File: src/rtl/rd_writeback_pkg.sv
// Shared CPU definitions for the writeback stage.
//   - writing opcode constants and default highest writing opcode
//   - pending-write queue state encoding
//   - helper deciding whether an opcode produces a register write
package rd_writeback_pkg;

  localparam logic [3:0] OP_0000       = 4'b0000;
  localparam logic [3:0] OP_0001       = 4'b0001;
  localparam logic [3:0] OP_0010       = 4'b0010;
  localparam logic [3:0] OP_0011       = 4'b0011;
  localparam logic [3:0] OP_0100       = 4'b0100;
  localparam logic [3:0] WB_MAX_OP_DEF = OP_0100;

  typedef enum logic [1:0] {
    EMPTY = 2'd0,
    ONE   = 2'd1,
    FULL  = 2'd2
  } wbq_state_e;

  // Opcodes 0..max write back; everything above is consumed silently.
  function automatic logic op_writes(input logic [3:0] op, input logic [3:0] max_op);
    return (op <= max_op);
  endfunction

endpackage

File: src/rtl/rd_writeback_if.sv
// ALU-result / register-file / bypass bundle of the writeback stage.
//   slave  : the writeback block (consumes ALU results, drives writes/bypass)
//   master : the surrounding pipeline / register file
interface rd_writeback_if #(parameter int N = 16);
  logic [3:0]   op_code;
  logic [N-1:0] res_in;
  logic [3:0]   rd_in;
  logic         in_valid;
  logic         in_ready;
  logic         wr_en;
  logic [3:0]   wr_addr;
  logic [N-1:0] wr_data;
  logic         wr_ack;
  logic         fwd_valid;
  logic [3:0]   fwd_addr;
  logic [N-1:0] fwd_data;

  modport slave (
    input  op_code, res_in, rd_in, in_valid, wr_ack,
    output in_ready, wr_en, wr_addr, wr_data, fwd_valid, fwd_addr, fwd_data
  );

  modport master (
    output op_code, res_in, rd_in, in_valid, wr_ack,
    input  in_ready, wr_en, wr_addr, wr_data, fwd_valid, fwd_addr, fwd_data
  );
endinterface

File: src/rtl/rd_writeback_wb_queue2.sv
// wb_queue2: 2-entry in-order FIFO with occupancy state.
//   clk, rst_n   : clock, async active-low reset (clears occupancy only)
//   enq_i/enq_data_i : push request and payload (ignored when FULL)
//   deq_i        : pop request (ignored when EMPTY)
//   full_o       : registered full flag
//   count_o      : occupancy 0..2
//   head_o       : oldest entry, 0 when empty
//   youngest_o   : newest entry, 0 when empty
module wb_queue2
  import rd_writeback_pkg::*;
#(
  parameter int W = 20
) (
  input  logic         clk,
  input  logic         rst_n,
  input  logic         enq_i,
  input  logic [W-1:0] enq_data_i,
  input  logic         deq_i,
  output logic         full_o,
  output logic [1:0]   count_o,
  output logic [W-1:0] head_o,
  output logic [W-1:0] youngest_o
);

  wbq_state_e   state_q, state_d;
  logic [W-1:0] head_q, head_d;
  logic [W-1:0] tail_q, tail_d;
  logic         enq, deq;

  assign enq = enq_i && (state_q != FULL);
  assign deq = deq_i && (state_q != EMPTY);

  always_ff @(posedge clk or negedge rst_n) begin
    if (!rst_n) state_q <= EMPTY;
    else        state_q <= state_d;
  end

  // Storage is never reset; outputs are masked by state instead.
  always_ff @(posedge clk) begin
    head_q <= head_d;
    tail_q <= tail_d;
  end

  always_comb begin
    state_d = state_q;
    head_d  = head_q;
    tail_d  = tail_q;
    case (state_q)
      EMPTY: if (enq) begin
        state_d = ONE;
        head_d  = enq_data_i;
      end
      ONE: begin
        if (enq && deq) begin
          head_d = enq_data_i;   // old head leaves, new entry becomes head
        end else if (enq) begin
          state_d = FULL;
          tail_d  = enq_data_i;
        end else if (deq) begin
          state_d = EMPTY;
        end
      end
      FULL: if (deq) begin
        state_d = ONE;
        head_d  = tail_q;
      end
      default: state_d = EMPTY;
    endcase
  end

  always_comb begin
    full_o     = 1'b0;
    count_o    = 2'd0;
    head_o     = '0;
    youngest_o = '0;
    case (state_q)
      ONE: begin
        count_o    = 2'd1;
        head_o     = head_q;
        youngest_o = head_q;
      end
      FULL: begin
        full_o     = 1'b1;
        count_o    = 2'd2;
        head_o     = head_q;
        youngest_o = tail_q;
      end
      default: ;
    endcase
  end

endmodule

File: src/rtl/rd_writeback.sv
// rd_writeback: ALU result writeback with 2-deep pending-write queue.
//   clk, rst_n : clock, async active-low reset
//   bus        : rd_writeback_if.slave
//     op_code/res_in/rd_in/in_valid/in_ready : ALU result handshake
//     wr_en/wr_addr/wr_data/wr_ack           : register-file write port
//     fwd_valid/fwd_addr/fwd_data            : bypass of youngest pending write
module rd_writeback
  import rd_writeback_pkg::*;
#(
  parameter int         N         = 16,
  parameter logic [3:0] WB_MAX_OP = WB_MAX_OP_DEF
) (
  input  logic           clk,
  input  logic           rst_n,
  rd_writeback_if.slave  bus
);

  localparam int W = N + 4;

  logic         full, accept, enq;
  logic [1:0]   count;
  logic [W-1:0] head, youngest;

  // in_ready comes only from registered occupancy.
  assign bus.in_ready = !full;
  assign accept       = bus.in_valid && !full;
  // Non-writing opcodes are accepted and dropped here.
  assign enq          = accept && op_writes(bus.op_code, WB_MAX_OP);

  wb_queue2 #(.W(W)) u_q (
    .clk        (clk),
    .rst_n      (rst_n),
    .enq_i      (enq),
    .enq_data_i ({bus.rd_in, bus.res_in}),
    .deq_i      (bus.wr_ack),
    .full_o     (full),
    .count_o    (count),
    .head_o     (head),
    .youngest_o (youngest)
  );

  assign bus.wr_en     = (count != 2'd0);
  assign bus.wr_addr   = head[W-1:N];
  assign bus.wr_data   = head[N-1:0];
  assign bus.fwd_valid = bus.wr_en;
  assign bus.fwd_addr  = youngest[W-1:N];
  assign bus.fwd_data  = youngest[N-1:0];

endmodule

File: src/flat_wrapper.sv
// flat-port wrapper written by rule: the top's interface ports become plain ports
module rd_writeback_flat import rd_writeback_pkg::*;
#(
  parameter int         N         = 16,
  parameter logic [3:0] WB_MAX_OP = WB_MAX_OP_DEF
)
  (clk, rst_n, bus_op_code, bus_res_in, bus_rd_in, bus_in_valid, bus_wr_ack, bus_in_ready, bus_wr_en, bus_wr_addr, bus_wr_data, bus_fwd_valid, bus_fwd_addr, bus_fwd_data);
  rd_writeback_if #(.N(N)) bus_i ();
  input  logic clk;
  input  logic rst_n;
  input wire logic [$bits(bus_i.op_code)-1:0] bus_op_code;
  input wire logic [$bits(bus_i.res_in)-1:0] bus_res_in;
  input wire logic [$bits(bus_i.rd_in)-1:0] bus_rd_in;
  input wire logic [$bits(bus_i.in_valid)-1:0] bus_in_valid;
  input wire logic [$bits(bus_i.wr_ack)-1:0] bus_wr_ack;
  output wire logic [$bits(bus_i.in_ready)-1:0] bus_in_ready;
  output wire logic [$bits(bus_i.wr_en)-1:0] bus_wr_en;
  output wire logic [$bits(bus_i.wr_addr)-1:0] bus_wr_addr;
  output wire logic [$bits(bus_i.wr_data)-1:0] bus_wr_data;
  output wire logic [$bits(bus_i.fwd_valid)-1:0] bus_fwd_valid;
  output wire logic [$bits(bus_i.fwd_addr)-1:0] bus_fwd_addr;
  output wire logic [$bits(bus_i.fwd_data)-1:0] bus_fwd_data;
  assign bus_i.op_code = bus_op_code;
  assign bus_i.res_in = bus_res_in;
  assign bus_i.rd_in = bus_rd_in;
  assign bus_i.in_valid = bus_in_valid;
  assign bus_i.wr_ack = bus_wr_ack;
  assign bus_in_ready = bus_i.in_ready;
  assign bus_wr_en = bus_i.wr_en;
  assign bus_wr_addr = bus_i.wr_addr;
  assign bus_wr_data = bus_i.wr_data;
  assign bus_fwd_valid = bus_i.fwd_valid;
  assign bus_fwd_addr = bus_i.fwd_addr;
  assign bus_fwd_data = bus_i.fwd_data;
  rd_writeback #(.N(N), .WB_MAX_OP(WB_MAX_OP)) u_core (.clk(clk), .rst_n(rst_n), .bus(bus_i));
endmodule
File: config.mk
export PLATFORM = sky130hd
export DESIGN_NAME = rd_writeback_flat
export DESIGN_NICKNAME = d
export VERILOG_FILES = /design/src/rtl/rd_writeback_pkg.sv /design/src/rtl/rd_writeback_if.sv /design/src/rtl/rd_writeback_wb_queue2.sv /design/src/rtl/rd_writeback.sv /design/src/flat_wrapper.sv
export SDC_FILE = /design/constraint.sdc
export NUM_CORES = 1
export LEC_CHECK = 0
export BUFFER_PORTS_ARGS = -buffer_cell sky130_fd_sc_hd__buf_2
export CAP_MARGIN = 20
export CELL_PAD_IN_SITES_DETAIL_PLACEMENT = 0
export CELL_PAD_IN_SITES_GLOBAL_PLACEMENT = 1
export CORE_MARGIN = 8
export CORE_UTILIZATION = 34
export CTS_CLUSTER_SIZE = 40
export DETAILED_ROUTE_END_ITERATION = 8
export GPL_ROUTABILITY_DRIVEN = 1
export HOLD_SLACK_MARGIN = 0.12
export PLACE_DENSITY = 0.72
export SETUP_SLACK_MARGIN = 0.1
export SLEW_MARGIN = 20
export SYNTH_ARGS = -nofsm -noshare
export SYNTH_HDL_FRONTEND = slang
export SYNTH_SLANG_ARGS = --single-unit
File: constraint.sdc
create_clock -name clk -period 3.15 [get_ports clk]
set_input_delay 0.63 -clock clk [delete_from_list [all_inputs] [get_ports clk]]
set_output_delay 0.63 -clock clk [all_outputs]
set_load 0.01 [all_outputs]
# [Word-level counts from Yosys, hierarchy flattened]
# Index checks and enable logic that the tools add are counted.
[totals] inputBits=28 output_inout_bits=43 wordCells=41 register_bits=42
[classes] muxes=14 n_reduce_logical=14 n_lt_le_gt_ge=1 n_bitwise=1 eq_ne=8
[ops] op="two-way mux 20 bit" count=4
[ops] op="one-hot mux 20 bit (3 select lines)" count=1
[ops] op="one-hot mux 20 bit (2 select lines)" count=1
[ops] op="two-way mux 2 bit" count=5
[ops] op="inequality test 2 bit (second input constant)" count=5
[ops] op="AND reduction 4 bit" count=2
[ops] op="one-hot mux 2 bit (3 select lines)" count=1
[ops] op="logical AND 1 bit" count=5
[ops] op="less-or-equal comparator 4 x 3 -> 1 bit (second input constant)" count=1
[ops] op="one-hot mux 2 bit (2 select lines)" count=1
[ops] op="nonzero test 2 bit" count=2
[ops] op="inequality test 3 bit (second input constant)" count=1
[ops] op="AND reduction 3 bit" count=1
[ops] op="nonzero test 3 bit" count=1
[ops] op="== test 2 x 1 -> 1 bit (second input constant)" count=1
[ops] op="== test 2 bit (second input constant)" count=1
[ops] op="logical NOT 2 bit" count=1
[ops] op="OR reduction 2 bit" count=1
[ops] op="logical NOT 1 bit" count=1
[ops] op="two-way mux 1 bit" count=1
[ops] op="inverter 1 bit" count=1

# [Depth between registers and ports, before layout]
[logic_depth] depth_word=9 ltp_mapped=7 depth_no_buf=6

# [Hierarchy]
# A second synthesis with hierarchy kept.
[unflattened] cells_unflattened=207 area_unflattened_um2=2153.3
[modules_own_cells] module="wb_queue2" seq_area_each_um2=1251.2 cells_per_inst=201 area_per_inst_um2=2120.8 instances=1
[modules_own_cells] module="rd_writeback" seq_area_each_um2=0.0 cells_per_inst=6 area_per_inst_um2=32.5 instances=1

# [Worst setup path before layout]
# No wires, ideal clock.
[synth_path] path_type="reg2reg" start="register u_core.u_q.state_q[0]" end="register u_core.u_q.head_q[0] (enable)" path_stages_with_launch=8 setup_slack_ns=0.147 n_path_buf=1 setup_ns=0.425 t_required_ns=2.725 synth_period_minus_slack_ns=3.003 t_arrival_ns=2.578 cell_sequence="dfrtp_1 inv_1 ha_1 buf_6 nor2_4 and3_4 mux2i_1 o21ai_0"
[synth_between] elab_chain_len=9
[synth_lines] element="start, declared" line="rd_writeback_wb_queue2.sv:25" source="wbq_state_e state_q, state_d;"
[synth_lines] element="start signal, assigned" line="rd_writeback_wb_queue2.sv:35" source="else state_q <= state_d;"
[synth_lines] element="== test 2 bit" line="rd_writeback_wb_queue2.sv:48, rd_writeback_wb_queue2.sv:76"
[synth_lines] element="two-way mux 1 bit" line="rd_writeback_wb_queue2.sv:76" source="case (state_q)"
[synth_lines] element="logical NOT 1 bit" line="rd_writeback.sv:26" source="assign accept = bus.in_valid && !full;"
[synth_lines] element="logical AND 1 bit" line="rd_writeback.sv:26"
[synth_lines] element="logical AND 1 bit" line="rd_writeback.sv:28" source="assign enq = accept && op_writes(bus.op_code, WB_MAX_OP);"
[synth_lines] element="logical AND 1 bit" line="rd_writeback_wb_queue2.sv:30" source="assign enq = enq_i && (state_q != FULL);"
[synth_lines] element="logical AND 1 bit" line="rd_writeback_wb_queue2.sv:54" source="if (enq && deq) begin"
[synth_lines] element="inequality test 2 bit (no source line)"
[synth_lines] element="AND reduction 4 bit (no source line) (*)"
[synth_lines] element="end signal, assigned" line="rd_writeback_wb_queue2.sv:40" source="head_q <= head_d;"
[synth_lines] element="end, declared" line="rd_writeback_wb_queue2.sv:26" source="logic [W-1:0] head_q, head_d;"
# Mark *: on every way between the ends. The rest lies on a longest branch, timed or not.
# A chain may end at the register's enable or synchronous reset.

# [Worst setup path in the final report]
[layout_path] start="register u_core.u_q.state_q[0]" end="output port bus_fwd_addr[1]"
[layout_between] elab_chain_len=2
[layout_lines] element="== test 2 bit or == test 2 x 1 -> 1 bit (tied branches)" line="rd_writeback_wb_queue2.sv:76"
[layout_lines] element="one-hot mux 20 bit (2 select lines) (*)" line="rd_writeback_wb_queue2.sv:76"
[layout_lines] element="end, declared" line="flat_wrapper.sv:21" source="output wire logic [$bits(bus_i.fwd_addr)-1:0] bus_fwd_addr;"
# Marked as above.

==> reports/metrics.cfg <==
[place]
placed_cells = 343
pre_cts_ws_ns = 0.790
routabilityCongestion = 0.694
portBuffers = 70
place_hpwl_um = 3670

[grt]
grt_use_met1_pct = 13.2
grtUsageMet2_pct = 19.9
grt_pass1_vias = 1671
grt.total_usage_pct = 11.8
grt_pass1_wl_um = 8140
grt_max_degree = 45
antenna_found_initial = 0
grt-ovfl-total = 0
use_met3_pct = 4.41
top_usage_layer = met2

[yosys]
syn-num-nets = 235
synth_cells = 203
synth_cell_types = 27
synth_seq_cells = 42
synth.top_cells.by_area = edfxtp_1, nand2_1, a21boi_0
syn_area_um2 = 2130
synth-seq-area-share_pct = 58.8
yosysWarnings = 0
syn_area_per_cell_um2 = 10.5
yosysTopAreaCellShare_pct = 56.5
synth_top_area_cell = edfxtp_1

[drt]
drtPass1Iterations = 4
drt_iter0_markers = 84
wl_um = 5040
wire_per_inst_um = 14.3
drt.antenna.violating_nets = 0
avgViaCountPerCell = 4.49
drc_errors = 0
num_vias = 1579

[power_and_ir_drop]
combPwrFrac_pct = 49.7
swShare_pct = 37.5
p_per_area_nw_per_um2 = 920
leakage_nw = 1.18
p_switching_uw = 937
cell_internal_pwr_mw = 1.56
clkPwrFrac_pct = 19.8
power_frac_seq_pct = 30.5
irDropWorstVdd_mv = 0.535

[worst_setup_path]
path_delay_family = adder cells
cp.arrival_ns = 2.03
slowest_stage = ha_1
rrSetupSlack_ns = 1.13
critical_path_class = reg2out
required_ns = 2.52
endpoint_kind = primary output
start_kind = flip-flop
crit_path_max_fanout = 27
path_cells = inv_1 > ha_1 > buf_12 > a21boi_0 > buf_2
cpPeakStageDelay_ns = 0.59
critPathBufInv = 3

[floorplanning]
ios = 71
core_um2 = 6200
die_h_um = 95.1
dieArea_um2 = 9040
initial_utilization_pct = 34.3
die_x_um = 95.1
core.rowCount = 29

[clocking]
cts_root_buf = clkbuf_8
tritoncts = built
h-tree-depth = 2
cts_buffers = 5
clk_latency_ns = 0.29
clk_path_buf_depth = 2
cts.sinks = 42
clkTransAtPathRegs_ns = 0.08

[layout]
final_common_cell = buf_2
syn2layout_area_growth_pct = 27.7
fill_cells = 615
stdcell_count = 352
n_antenna_cell = 0
regArea_um2 = 1250
final_cell_mix = buf_2, nand2_1, edfxtp_1
layout.nets = 306
drive_gt1_share_pct = 32.4
multi_input_area_um2 = 728

[timing]
rsz0062_at_grt = false
fin_setup_tns_ns = 0
finClkSkew_ns = 0.00291
min_period_ns = 2.66
maxSlewViolCount = 0
fmax_ghz = 0.376
maxSlewHeadroom_pct = 68.2
fin_ws_ns = 0.487
setup_viol = 0
tightest_slew_ns = 0.477
layout_worst_path_cycle_share_pct = 84.5
hold_viol = 0

[run]
max-cap-violations = 0

[worst_hold_path]
holdCritPathClass = in2reg

[outcome]
status = finished clean

[through the flow]
| step | cell area (um^2) | utilization [%] | hold slack (ns) | total power [mW] |
|---|---|---|---|---|
| after floorplan | 2130 | - | 0.334 | 1.56 |
| after global placement | 2570 | 41.5 | 0.419 | 2.05 |
| after detailed placement | 2570 | 41.5 | 0.420 | 2.06 |
| after CTS | 2720 | 43.8 | 0.515 | 2.56 |
| after global routing | 2720 | 43.8 | 0.505 | 2.69 |
| final | 2720 | 43.8 | 0.522 | 2.50 |
[cells by family (layout without fill, tap and decap cells)]
group                      after synthesis  in the layout  share of synthesized area [%]
AOI/OAI and AO/OA                       48             48                           14.4
adders and majority gates                4              4                           2.35
buffers and inverters                   37            109                           7.35
DFF                                     42             42                           58.8
muxes                                    2              2                          0.941
and+or+nand+nor                         70             70                           16.1
[path summary, 6_finish.rpt]
kind	cells after the start	startpoint	end
setup / recovery	5	u_core.u_q.state_q[0]	bus_fwd_addr[1]
hold / removal	1	bus_res_in[12]	u_core.u_q.tail_q[12]
setup reg to reg	6	u_core.u_q.state_q[0]	u_core.u_q.head_q[7]
hold reg to reg	1	u_core.u_q.state_q[0]	u_core.u_q.state_q[0]
max in group asynchronous	2	rst_n	u_core.u_q.state_q[1]
min in group asynchronous	2	rst_n	u_core.u_q.state_q[0]
[worst register-to-register path, stage by stage, from the launching register on]
cell     delay, ns
dfrtp_1       0.41
inv_1         0.10
ha_1          0.21
buf_4         0.39
mux2i_1       0.16
o21ai_2       0.13
buf_4         0.29
[registers in the layout, summed over array words and instances (netlist names)]
signal / cells
u_core.u_q.head_q: 20
u_core.u_q.tail_q: 20
u_core.u_q.state_q: 2
[power by group through the flow]
stage	sequential, mW	clock, mW	combinational, mW
6_report	0.762	0.496	1.24
2_1_floorplan	0.769	0	0.789
3_5_place_dp	0.776	0	1.28
4_1_cts	0.762	0.513	1.29
3_3_place_gp	0.770	0	1.28
5_1_grt	0.772	0.536	1.39
[metal layers]
layer / vias up / share of wire, % / wire length [um]
li1: 823 / - / -
met1: 714 / 41 / 2060
met2: 36 / 51 / 2550
met3: 6 / 6.9 / 349
met4: 0 / 1.6 / 81
met5: - / 0 / 0
[repair_timing]
item / CTS / global route
setup endpoints to repair: 0 / 0
endpoints found under the hold margin: 2 / 0
hold buffers: 1 / 0
setup buffers: 0 / 0
resized for setup: 0 / 0
[layout make-up]
type | count | share of cell area [%]
flip-flops and latches | 42 | 46.1
clock inverters | 3 | 2.35
clock buffers | 5 | 2.53
multi-input cells | 124 | 26.8
repair buffers | 77 | 15.4
inverters | 24 | 3.32
well taps | 77 | 3.55
[cells in the mapped netlist (all sizes together)]
master	n
a211oi	1
a21boi	20
a21o	1
a21oi	1
and2	20
and3	1
buf	7
clkbuf	6
dfrtp	2
edfxtp	40
ha	4
inv	24
mux2i	2
nand2	41
nand2b	1
nand3	1
nand4	1
nor2	3
nor2b	1
nor3	1
o21ai	23
o21ba	1
o221a	1
Power figures use the tool's default switching activity.
